<file path="src/rtl/conv_window_feeder_if.sv">
// Pair-stream bundle for conv_window_feeder: weight load port, sample port,
// flush control and the (sample, weight) pair output toward mult_reduce.
// The slave modport is the feeder's view; the master modport is the
// surrounding environment.
interface conv_window_feeder_if #(
  parameter int DATA_WIDTH = 12
);
  logic                  weight_ready_in;
  logic                  weight_valid_in;
  logic [DATA_WIDTH-1:0] weight_data_in;
  logic                  sample_ready_in;
  logic                  sample_valid_in;
  logic [DATA_WIDTH-1:0] sample_data_in;
  logic                  flush_in;
  logic                  feeder_ready_out;
  logic                  feeder_valid_out;
  logic [DATA_WIDTH-1:0] feeder_dataa_out;
  logic [DATA_WIDTH-1:0] feeder_datab_out;
  logic                  feeder_last_out;

  modport slave (
    input  weight_valid_in, weight_data_in,
    input  sample_valid_in, sample_data_in,
    input  flush_in, feeder_ready_out,
    output weight_ready_in, sample_ready_in,
    output feeder_valid_out, feeder_dataa_out, feeder_datab_out, feeder_last_out
  );

  modport master (
    output weight_valid_in, weight_data_in,
    output sample_valid_in, sample_data_in,
    output flush_in, feeder_ready_out,
    input  weight_ready_in, sample_ready_in,
    input  feeder_valid_out, feeder_dataa_out, feeder_datab_out, feeder_last_out
  );
endinterface

</file>
<file path="src/rtl/conv_window_feeder.sv">
// conv_window_feeder: holds KERNEL_SIZE weights and a stride-1 sliding window
// of the most recent KERNEL_SIZE samples, and streams each full window out as
// KERNEL_SIZE (sample, weight) pairs. All handshake outputs decode from
// registered state only, so there is no combinational path from any input.
module conv_window_feeder #(
  parameter int DATA_WIDTH  = 12,
  parameter int KERNEL_SIZE = 5
) (
  input logic                  clk,
  input logic                  rst,
  conv_window_feeder_if.slave  bus_io
);

  localparam int IDX_W = $clog2(KERNEL_SIZE);
  localparam logic [IDX_W-1:0] LAST_IDX = IDX_W'(KERNEL_SIZE - 1);

  typedef enum logic [1:0] {
    LOAD_W = 2'd0,
    FILL   = 2'd1,
    EMIT   = 2'd2,
    ACCEPT = 2'd3
  } state_t;

  state_t                state_q, state_d;
  logic [IDX_W-1:0]      idx_q, idx_d;
  logic [IDX_W-1:0]      fill_q, fill_d;
  logic                  flush_pend_q, flush_pend_d;
  logic [DATA_WIDTH-1:0] w_q   [KERNEL_SIZE];
  logic [DATA_WIDTH-1:0] win_q [KERNEL_SIZE];

  logic w_hs_s;
  logic s_hs_s;
  logic o_hs_s;

  // Handshakes are qualified by state because every ready/valid is a state decode.
  always_comb begin
    w_hs_s = (state_q == LOAD_W) && bus_io.weight_valid_in;
    s_hs_s = ((state_q == FILL) || (state_q == ACCEPT)) && bus_io.sample_valid_in;
    o_hs_s = (state_q == EMIT) && bus_io.feeder_ready_out;
  end

  // Next-state logic for the control FSM, tap index, fill count and deferred flush.
  always_comb begin
    state_d      = state_q;
    idx_d        = idx_q;
    fill_d       = fill_q;
    flush_pend_d = flush_pend_q;
    case (state_q)
      LOAD_W: begin
        if (w_hs_s) begin
          if (idx_q == LAST_IDX) begin
            idx_d   = {IDX_W{1'b0}};
            state_d = FILL;
          end else begin
            idx_d = idx_q + IDX_W'(1);
          end
        end else begin
          idx_d = idx_q;
        end
      end
      FILL, ACCEPT: begin
        if (bus_io.flush_in) begin
          // A sample taken with the flush becomes element 0 of the new window.
          state_d = FILL;
          fill_d  = s_hs_s ? IDX_W'(1) : {IDX_W{1'b0}};
        end else if (s_hs_s) begin
          if (state_q == ACCEPT) begin
            state_d = EMIT;
          end else if (fill_q == LAST_IDX) begin
            fill_d  = {IDX_W{1'b0}};
            state_d = EMIT;
          end else begin
            fill_d = fill_q + IDX_W'(1);
          end
        end else begin
          state_d = state_q;
        end
      end
      EMIT: begin
        if (bus_io.flush_in) begin
          flush_pend_d = 1'b1;
        end else begin
          flush_pend_d = flush_pend_q;
        end
        if (o_hs_s) begin
          if (idx_q == LAST_IDX) begin
            idx_d = {IDX_W{1'b0}};
            if (flush_pend_q || bus_io.flush_in) begin
              state_d      = FILL;
              fill_d       = {IDX_W{1'b0}};
              flush_pend_d = 1'b0;
            end else begin
              state_d = ACCEPT;
            end
          end else begin
            idx_d = idx_q + IDX_W'(1);
          end
        end else begin
          idx_d = idx_q;
        end
      end
      default: begin
        state_d      = LOAD_W;
        idx_d        = {IDX_W{1'b0}};
        fill_d       = {IDX_W{1'b0}};
        flush_pend_d = 1'b0;
      end
    endcase
  end

  // Control registers; reset drops any partial window and pending flush.
  always_ff @(posedge clk) begin
    if (rst) begin
      state_q      <= LOAD_W;
      idx_q        <= {IDX_W{1'b0}};
      fill_q       <= {IDX_W{1'b0}};
      flush_pend_q <= 1'b0;
    end else begin
      state_q      <= state_d;
      idx_q        <= idx_d;
      fill_q       <= fill_d;
      flush_pend_q <= flush_pend_d;
    end
  end

  // Weight taps load by index; the window shifts toward element 0 on every sample.
  always_ff @(posedge clk) begin
    if (rst) begin
      for (int j = 0; j < KERNEL_SIZE; j++) begin
        w_q[j]   <= {DATA_WIDTH{1'b0}};
        win_q[j] <= {DATA_WIDTH{1'b0}};
      end
    end else begin
      if (w_hs_s) begin
        w_q[idx_q] <= bus_io.weight_data_in;
      end
      if (s_hs_s) begin
        for (int j = 0; j < KERNEL_SIZE - 1; j++) begin
          win_q[j] <= win_q[j+1];
        end
        win_q[KERNEL_SIZE-1] <= bus_io.sample_data_in;
      end
    end
  end

  // Output decode from registered state, index and data only.
  always_comb begin
    bus_io.weight_ready_in  = 1'b0;
    bus_io.sample_ready_in  = 1'b0;
    bus_io.feeder_valid_out = 1'b0;
    bus_io.feeder_last_out  = 1'b0;
    bus_io.feeder_dataa_out = {DATA_WIDTH{1'b0}};
    bus_io.feeder_datab_out = {DATA_WIDTH{1'b0}};
    case (state_q)
      LOAD_W: bus_io.weight_ready_in = 1'b1;
      FILL:   bus_io.sample_ready_in = 1'b1;
      ACCEPT: bus_io.sample_ready_in = 1'b1;
      EMIT: begin
        bus_io.feeder_valid_out = 1'b1;
        bus_io.feeder_dataa_out = win_q[idx_q];
        bus_io.feeder_datab_out = w_q[idx_q];
        bus_io.feeder_last_out  = (idx_q == LAST_IDX);
      end
      default: bus_io.weight_ready_in = 1'b0;
    endcase
  end

endmodule
</file>
<file path="src/flat_wrapper.sv">
// flat-port wrapper written by rule: the top's interface ports become plain ports
module conv_window_feeder_flat 
#(
  parameter int DATA_WIDTH  = 12,
  parameter int KERNEL_SIZE = 5
)
  (clk, rst, bus_io_weight_valid_in, bus_io_weight_data_in, bus_io_sample_valid_in, bus_io_sample_data_in, bus_io_flush_in, bus_io_feeder_ready_out, bus_io_weight_ready_in, bus_io_sample_ready_in, bus_io_feeder_valid_out, bus_io_feeder_dataa_out, bus_io_feeder_datab_out, bus_io_feeder_last_out);
  conv_window_feeder_if #(.DATA_WIDTH(DATA_WIDTH)) bus_io_i ();
  input logic clk;
  input logic rst;
  input wire logic [$bits(bus_io_i.weight_valid_in)-1:0] bus_io_weight_valid_in;
  input wire logic [$bits(bus_io_i.weight_data_in)-1:0] bus_io_weight_data_in;
  input wire logic [$bits(bus_io_i.sample_valid_in)-1:0] bus_io_sample_valid_in;
  input wire logic [$bits(bus_io_i.sample_data_in)-1:0] bus_io_sample_data_in;
  input wire logic [$bits(bus_io_i.flush_in)-1:0] bus_io_flush_in;
  input wire logic [$bits(bus_io_i.feeder_ready_out)-1:0] bus_io_feeder_ready_out;
  output wire logic [$bits(bus_io_i.weight_ready_in)-1:0] bus_io_weight_ready_in;
  output wire logic [$bits(bus_io_i.sample_ready_in)-1:0] bus_io_sample_ready_in;
  output wire logic [$bits(bus_io_i.feeder_valid_out)-1:0] bus_io_feeder_valid_out;
  output wire logic [$bits(bus_io_i.feeder_dataa_out)-1:0] bus_io_feeder_dataa_out;
  output wire logic [$bits(bus_io_i.feeder_datab_out)-1:0] bus_io_feeder_datab_out;
  output wire logic [$bits(bus_io_i.feeder_last_out)-1:0] bus_io_feeder_last_out;
  assign bus_io_i.weight_valid_in = bus_io_weight_valid_in;
  assign bus_io_i.weight_data_in = bus_io_weight_data_in;
  assign bus_io_i.sample_valid_in = bus_io_sample_valid_in;
  assign bus_io_i.sample_data_in = bus_io_sample_data_in;
  assign bus_io_i.flush_in = bus_io_flush_in;
  assign bus_io_i.feeder_ready_out = bus_io_feeder_ready_out;
  assign bus_io_weight_ready_in = bus_io_i.weight_ready_in;
  assign bus_io_sample_ready_in = bus_io_i.sample_ready_in;
  assign bus_io_feeder_valid_out = bus_io_i.feeder_valid_out;
  assign bus_io_feeder_dataa_out = bus_io_i.feeder_dataa_out;
  assign bus_io_feeder_datab_out = bus_io_i.feeder_datab_out;
  assign bus_io_feeder_last_out = bus_io_i.feeder_last_out;
  conv_window_feeder #(.DATA_WIDTH(DATA_WIDTH), .KERNEL_SIZE(KERNEL_SIZE)) u_core (.clk(clk), .rst(rst), .bus_io(bus_io_i));
endmodule
</file>
<file path="config.mk">
export PLATFORM = sky130hd
export DESIGN_NAME = conv_window_feeder_flat
export DESIGN_NICKNAME = d
export VERILOG_FILES = /design/src/rtl/conv_window_feeder_if.sv /design/src/rtl/conv_window_feeder.sv /design/src/flat_wrapper.sv
export SDC_FILE = /design/constraint.sdc
export NUM_CORES = 1
export LEC_CHECK = 0
export CORE_MARGIN = 2
export CORE_UTILIZATION = 63
export CTS_CLUSTER_SIZE = 16
export DETAILED_ROUTE_END_ITERATION = 16
export PLACE_DENSITY_LB_ADDON = 0.2
export SYNTH_ARGS = -nofsm -noshare
export SYNTH_HDL_FRONTEND = slang
export SYNTH_SLANG_ARGS = --single-unit
</file>
<file path="constraint.sdc">
create_clock -name clk -period 4.85 [get_ports clk]
set_input_delay 0.97 -clock clk [delete_from_list [all_inputs] [get_ports clk]]
set_output_delay 0.97 -clock clk [all_outputs]
set_load 0.1 [all_outputs]
</file>
======== Word level (Yosys, flattened, before mapping) ========
Memories as Yosys holds them, arrays and structs flattened. A register that Yosys moved wholly into a read port is not among the register bits.
Index checks and enable logic that the tools add are counted.
cells by class
  add/subtract/negate cells ............... 2
  equality and inequality tests ........... 13
  multiplexer cells ....................... 53
  bitwise gates (word level) .............. 5
  reduce and logical (&&, ||, !) cells .... 13
operators by type and width
  operator                                                number
  2-to-1 mux 12 bit                                       8
  2-to-1 mux 3 bit                                        15
  2-to-1 mux 1 bit                                        18
  2-to-1 mux 2 bit                                        9
  one-hot mux 3 bit (2 select lines)                      2
  AND reduction 6 bit                                     2
  OR reduction 12 bit                                     1
  adder 3 x 1 -> 3 bit (second input constant)            2
  equality test 3 bit (second input constant)             2
  inequality test 2 bit (second input constant)           3
  one-hot mux 2 bit (3 select lines)                      1
  OR 1 bit                                                5
  equality test 2 bit (second input constant)             2
  inequality test 2 x 1 -> 1 bit (second input constant)  2
  inequality test 4 x 1 -> 1 bit (second input constant)  1
  nonzero test 2 bit                                      2
  logical AND 1 bit                                       3
  inequality test 3 x 1 -> 1 bit (second input constant)  1
  inequality test 3 bit (second input constant)           1
  AND reduction 3 bit                                     1
  equality test 2 x 1 -> 1 bit (second input constant)    1
  zero test 2 bit                                         1
  logical OR 1 bit                                        2
  OR reduction 2 bit                                      1
word-level totals
  register bits after elaboration ......... 9
  bits in writable memories ............... 120
  bits of input ports ..................... 30
  output and inout bits ................... 28
  word-level logic and storage cells ...... 92
  memories ................................ 2
memory list
  memory        depth  bits a word  read ports  clocked after memory_dff  write ports  RTL line                  source
  u_core.w_q    5      12           1           1                         5            conv_window_feeder.sv:28  logic [DATA_WIDTH-1:0] w_q [KERNEL_SIZE];
  u_core.win_q  5      12           5           1                         5            conv_window_feeder.sv:29  logic [DATA_WIDTH-1:0] win_q [KERNEL_SIZE];

======== Depth between registers and ports, before layout ========
Gate-level depths: netlist of the first run.
  depth in word-level cells ............... 7
  mapped depth ............................ 7
  gate-level depth less buffers ........... 6

======== Worst setup path before layout of the first run ========
OpenSTA, ideal clock, no wires.
  kind .................................... in2reg
  start ................................... input rst
  end ..................................... memory u_core.win_q[0][0] (enable)
  library setup time ...................... 0.428 ns
  arrival ................................. 3.000 ns
  required time ........................... 4.422 ns
  setup slack ............................. 1.422 ns
  cell stages on the path ................. 3
  path buffers ............................ 2
  cells stage by stage .................... clkbuf_1 clkbuf_1 nand2b_1
RTL lines
  element          RTL line                  source
  start, declared  flat_wrapper.sv:10        input logic rst;
  end, declared    conv_window_feeder.sv:29

==> impl_metrics.ini, run 1 <==
[power]
power_per_cell_area_nw_per_um2 = 365.6
ir_drop_uv = 263.2
cellLeakagePower_uw = 0.003131

[yosys]
async_flop_share_pct = 0
synthCells = 491
synth-edff-count = 156
yosysSeqAreaShare_pct = 64.83
synth-main-ff-cell = edfxtp_1
yosysTopAreaCellShare_pct = 61.67
yosys.area.top_type = edfxtp_1
ys_warn_count = 0
ys_seq_elements = 168
synthTopCellsByArea = edfxtp_1, and2_1, mux4_2, mux4_1, mux2i_1
synth_cell_types = 34
syn_nets = 525
syn_area_per_cell_um2 = 15.47
syn-cell-area_um2 = 7596

[cells_and_area]
finish.utilization_pct = 73.72
num-nets-final = 578
drive_above_1_share_pct = 19.03
layout_commonest_cell = edfxtp_1
area_growth_syn_to_layout_pct = 15.60
multi_input_area_um2 = 2461
fillers = 759
diodes = 0
layout_common_cells = edfxtp_1, and2_1, nor2_1, buf_4, clkdlybuf4s50_1
seqCellArea_um2 = 4926

[setup_path]
cp_max_fo = 20
path_class = flop to primary output
r2r.worst_path.cells = 4
cp.required_ns = 3.88
cp-end-kind = primary output
start_kind = flop
worstPathArrival_ns = 2.56

[global_routing]
overflow = 0
grtUsageMet3_pct = 5.898
grtUsageMet1_pct = 31.76
met2_usage_pct = 38.52
antenna_found_initial = 0
grt_pass1_vias = 4091
grt_first_pass_wirelength_mm = 22.30
track_usage_pct = 23.66
grt_busiest_layer = met2
grt_max_degree = 61

[timing]
skew_ns = 0.007621
finalSetupTns_ns = 0
tightest_slew_ns = 1.069
setup_viol = 0
holdWs_ns = 0.5087
hold_viol = 0
relSlewSlack_pct = 28.49
max_freq_ghz = 0.2834
finalCritPeriodShare_pct = 72.76
rsz0062_at_grt = no
finalCriticalPeriod_ns = 3.529
maxSlewViolCount = 0

[floorplanning]
die-area_um2 = 12950
rows = 40
die_x_um = 113.8
die_y_um = 113.8
coreArea_um2 = 11910
start_util_pct = 63.77
ios = 58

[clock_tree]
clk_path_buf_depth = 2
cts.clk_slew.worst_paths_ns = 0.06
numCtsBuffers = 17
clk_latency_ns = 0.43
clock-sinks = 168
cts_resized = 0
cts-root-buf = clkbuf_16
post-cts-setup-buffer-count = 0
cts_max_level = 4
ctsHoldBuffers = 0
cts_tree = yes

[detailed_routing]
wirelength_mm = 14.11
vias = 4099
first_pass_iters = 6
wl_per_cell_um = 20.05
detail-route-antenna-nets = 0
drtIter0Drc = 248
drcViolationCount = 0
viasPerCell = 5.822

[hold_path]
min-delay-path-class = flop to flop
whs_path_depth = 2

[place]
placement.io_buffers = 57
gp_congestion = 0.7948
dp_hpwl_mm = 8.858

[flow_run]
maxCapViolCount = 0

[status]
status = finished, final reports clean
-- worst paths after layout --
check	endpoint	start	slack (ns)
setup / recovery	bus_io_feeder_datab_out[8]	flop	1.32
setup reg to reg	u_core.w_q[0][0]	u_core.state_q[0]	2.63
hold reg to reg	u_core.fill_q[1]	u_core.fill_q[1]	0.51
hold / removal	u_core.fill_q[1]	u_core.fill_q[1]	0.51
-- critical path: stages (launching register included) --
cell and delay, ns:
dfxtp_2 0.77, buf_4 0.34, mux4_1 0.57, mux2i_1 0.15, nor2_1 0.05, buf_4 0.24
-- flip-flops by register name, summed over array words and instances, names as in the netlist, named ones only --
register,count
u_core.state_q,2
u_core.flush_pend_q,1
u_core.fill_q,3
u_core.win_q,60
u_core.idx_q,3
u_core.w_q,96
-- kinds of logic (layout without fill, tap and decap cells) --
group	Yosys count	after routing	share of synthesized area, %
buffers and inverters	37	103	2.800
adder cells (fa/ha/maj)	4	4	0.6589
AND/OR/NAND/NOR	196	196	15.24
flip-flops	168	168	64.83
AO/OA/AOI/OAI	24	24	1.762
multiplexers	62	62	14.71
-- final cells by class --
class                      count  area share (%)
clock buffer                  20           5.315
multi-input combinational    286           28.03
tap                          147           2.095
timing repair buffer          66           6.555
clock inverter                12           1.696
inverter                       5          0.2137
sequential                   168           56.10
-- where the power goes --
group          total, uW  internal, uW  switching (uW)
clock               1380           847             532
sequential          1650          1630            25.8
combinational        179          91.5            87.4
-- layer usage --
metal	up-vias	routed length (um)
li1	1916	-
met1	2053	5928
met2	112	7137
met3	18	811
met4	0	237
met5	-	0
-- metrics by stage --
step           cells  area, um^2  setup WS [ns]  total power (uW)
6_report         704        8781          1.321              3211
5_1_grt          704        8781          1.132              3301
4_1_cts          704        8781          1.237              3229
3_5_place_dp     672        8165          1.564              1864
3_3_place_gp     672        8165          1.599              1857
2_1_floorplan    491        7596          1.422              1795
-- synthesized netlist by cell type, drive strengths merged, types with 2 or more instances --
cell type	count
edfxtp	156
and2	121
nor2	39
mux4	36
mux2i	25
buf	17
clkbuf	15
a21oi	12
dfxtp	12
nand2	11
nand2b	8
o21ai	7
inv	5
or2	5
ha	4
nor3	3
a211oi	2
a21o	2
nand3	2
nand4b	2
nor2b	2
(Power assumes the default switching activity.)
==> run 2, diff against run 1 <==
CORE_UTILIZATION = 58   (was 63)
clock period = 3.27 ns   (was 4.85 ns; I/O delays follow)
==> impl_metrics.ini, run 2 (synthesis results as in run 1) <==
[clock_tree]
clock-sinks = 168
cts_tree = yes
ctsHoldBuffers = 0
clk_path_buf_depth = 2
cts.clk_slew.worst_paths_ns = 0.06
cts-root-buf = clkbuf_16
post-cts-setup-buffer-count = 0
clk_latency_ns = 0.43
cts_resized = 0
cts_max_level = 4
numCtsBuffers = 17

[timing]
finalCriticalPeriod_ns = 2.904
finalCritPeriodShare_pct = 88.81
hold_viol = 0
finalSetupTns_ns = 0
tightest_slew_ns = 0.6534
skew_ns = 0.01114
relSlewSlack_pct = 56.38
max_freq_ghz = 0.3444
setup_viol = 0
rsz0062_at_grt = no
maxSlewViolCount = 0

[floorplanning]
rows = 41
start_util_pct = 59.71
die_x_um = 118.4
die-area_um2 = 14030
die_y_um = 118.4
ios = 58
coreArea_um2 = 12720

[cells_and_area]
layout.cells.non_filler = 739
diodes = 0
layout_common_cells = edfxtp_1, and2_1, nor2_1, clkdlybuf4s50_1, buf_12
top_regs = u_core.w_q x96, u_core.win_q x60
num-nets-final = 588
layout_commonest_cell = edfxtp_1
largest_register_ffs = 96
seqCellArea_um2 = 4926
area_growth_syn_to_layout_pct = 20.16
multi_input_area_um2 = 2461
finish.utilization_pct = 71.74
drive_above_1_share_pct = 20.46
max_flop_register = u_core.w_q
fillers = 874

[global_routing]
grt_max_degree = 61
antenna_found_initial = 0
overflow = 0
grt_first_pass_wirelength_mm = 22.54
grt_pass1_vias = 4329
track_usage_pct = 21.27

[place]
gp_congestion = 0.8131
placement.io_buffers = 57
place_inst = 707
dp_hpwl_mm = 8.945

[setup_path]
start_kind = flop
worstReg2RegStart = u_core.state_q[0]
cp.required_ns = 2.62
cp_max_fo = 24
cp-end-kind = primary output
worstPathArrival_ns = 2.25
path_class = flop to primary output

[power]
ir_drop_uv = 372.3
power_per_cell_area_nw_per_um2 = 489.6
cellLeakagePower_uw = 0.003227

[hold_path]
min-delay-path-class = flop to flop
min_from = u_core.fill_q[1]

[detailed_routing]
drtIter0Drc = 258
detail-route-antenna-nets = 0
wl_per_cell_um = 18.77
drcViolationCount = 0
viasPerCell = 5.578
wirelength_mm = 13.87
vias = 4122
first_pass_iters = 4

[flow_run]
maxCapViolCount = 0

[status]
status = finished, final reports clean
run 2: changes by cell type in the layout (fill, tap and decap cells not counted), moves of 3 or more:
cell / change
buf_12: +28
clkbuf_8: -3
buf_4: -15
clkdlybuf4s50_1: -3
clkinv_2: +3
bufinv_16: -3
run 2: worst paths after layout:
path,to,depth (start not counted),slack (ns)
worst min register to register,u_core.fill_q[1],2,0.51
worst max-delay path,bus_io_feeder_datab_out[2],5,0.37
worst max register to register,u_core.w_q[0][8],5,1.25
worst min-delay path,u_core.fill_q[1],2,0.51
run 2: stage by stage:
stage | cell area [um^2] | hold slack, ns | total power [uW] | setup WS, ns
CTS | 9128 | 0.5152 | 4492 | 0.2981
floorplan | 7596 | 0.4658 | 2663 | 0.1582
global route | 9128 | 0.5233 | 4600 | 0.2375
finish | 9128 | 0.5133 | 4469 | 0.3660
global placement | 8615 | 0.4804 | 2755 | 0.7353
detailed placement | 8615 | 0.5043 | 2766 | 0.6960
run 2: final cells by class:
cell class	count	area share, %
clock inverter	14	0.9184
inverter	5	0.2056
tap	172	2.358
clock buffer	18	4.702
timing repair buffer	76	10.88
sequential	168	53.97
multi-input combinational	286	26.96
run 2: power breakdown:
part | internal [uW] | switching, uW | leakage, uW | total, uW
Combinational | 142 | 137 | 0.00131 | 279
Sequential | 2410 | 27.5 | 0.00166 | 2440
Clock | 958 | 792 | 0.000255 | 1750
run 2: layer usage:
layer,vias to the layer above,GRT usage (%),wire length (um)
met4,0,7.217,179
met1,2067,28.41,5732
li1,1936,-,-
met5,-,0,0
met2,101,35.19,7063
met3,18,4.392,899
run 2: critical path, cell delays in order, from the launching register on:
cell and delay (ns):
dfxtp_2 0.32, buf_4 0.39, mux4_1 0.62, mux2i_1 0.20, nor2_1 0.10, buf_12 0.18
==> run 3, diff against run 2 <==
CTS_CLUSTER_DIAMETER = 40   (was unset)
==> results of run 3 <==
Same layout as run 2: the final DEF is identical, and so are final timing and power.
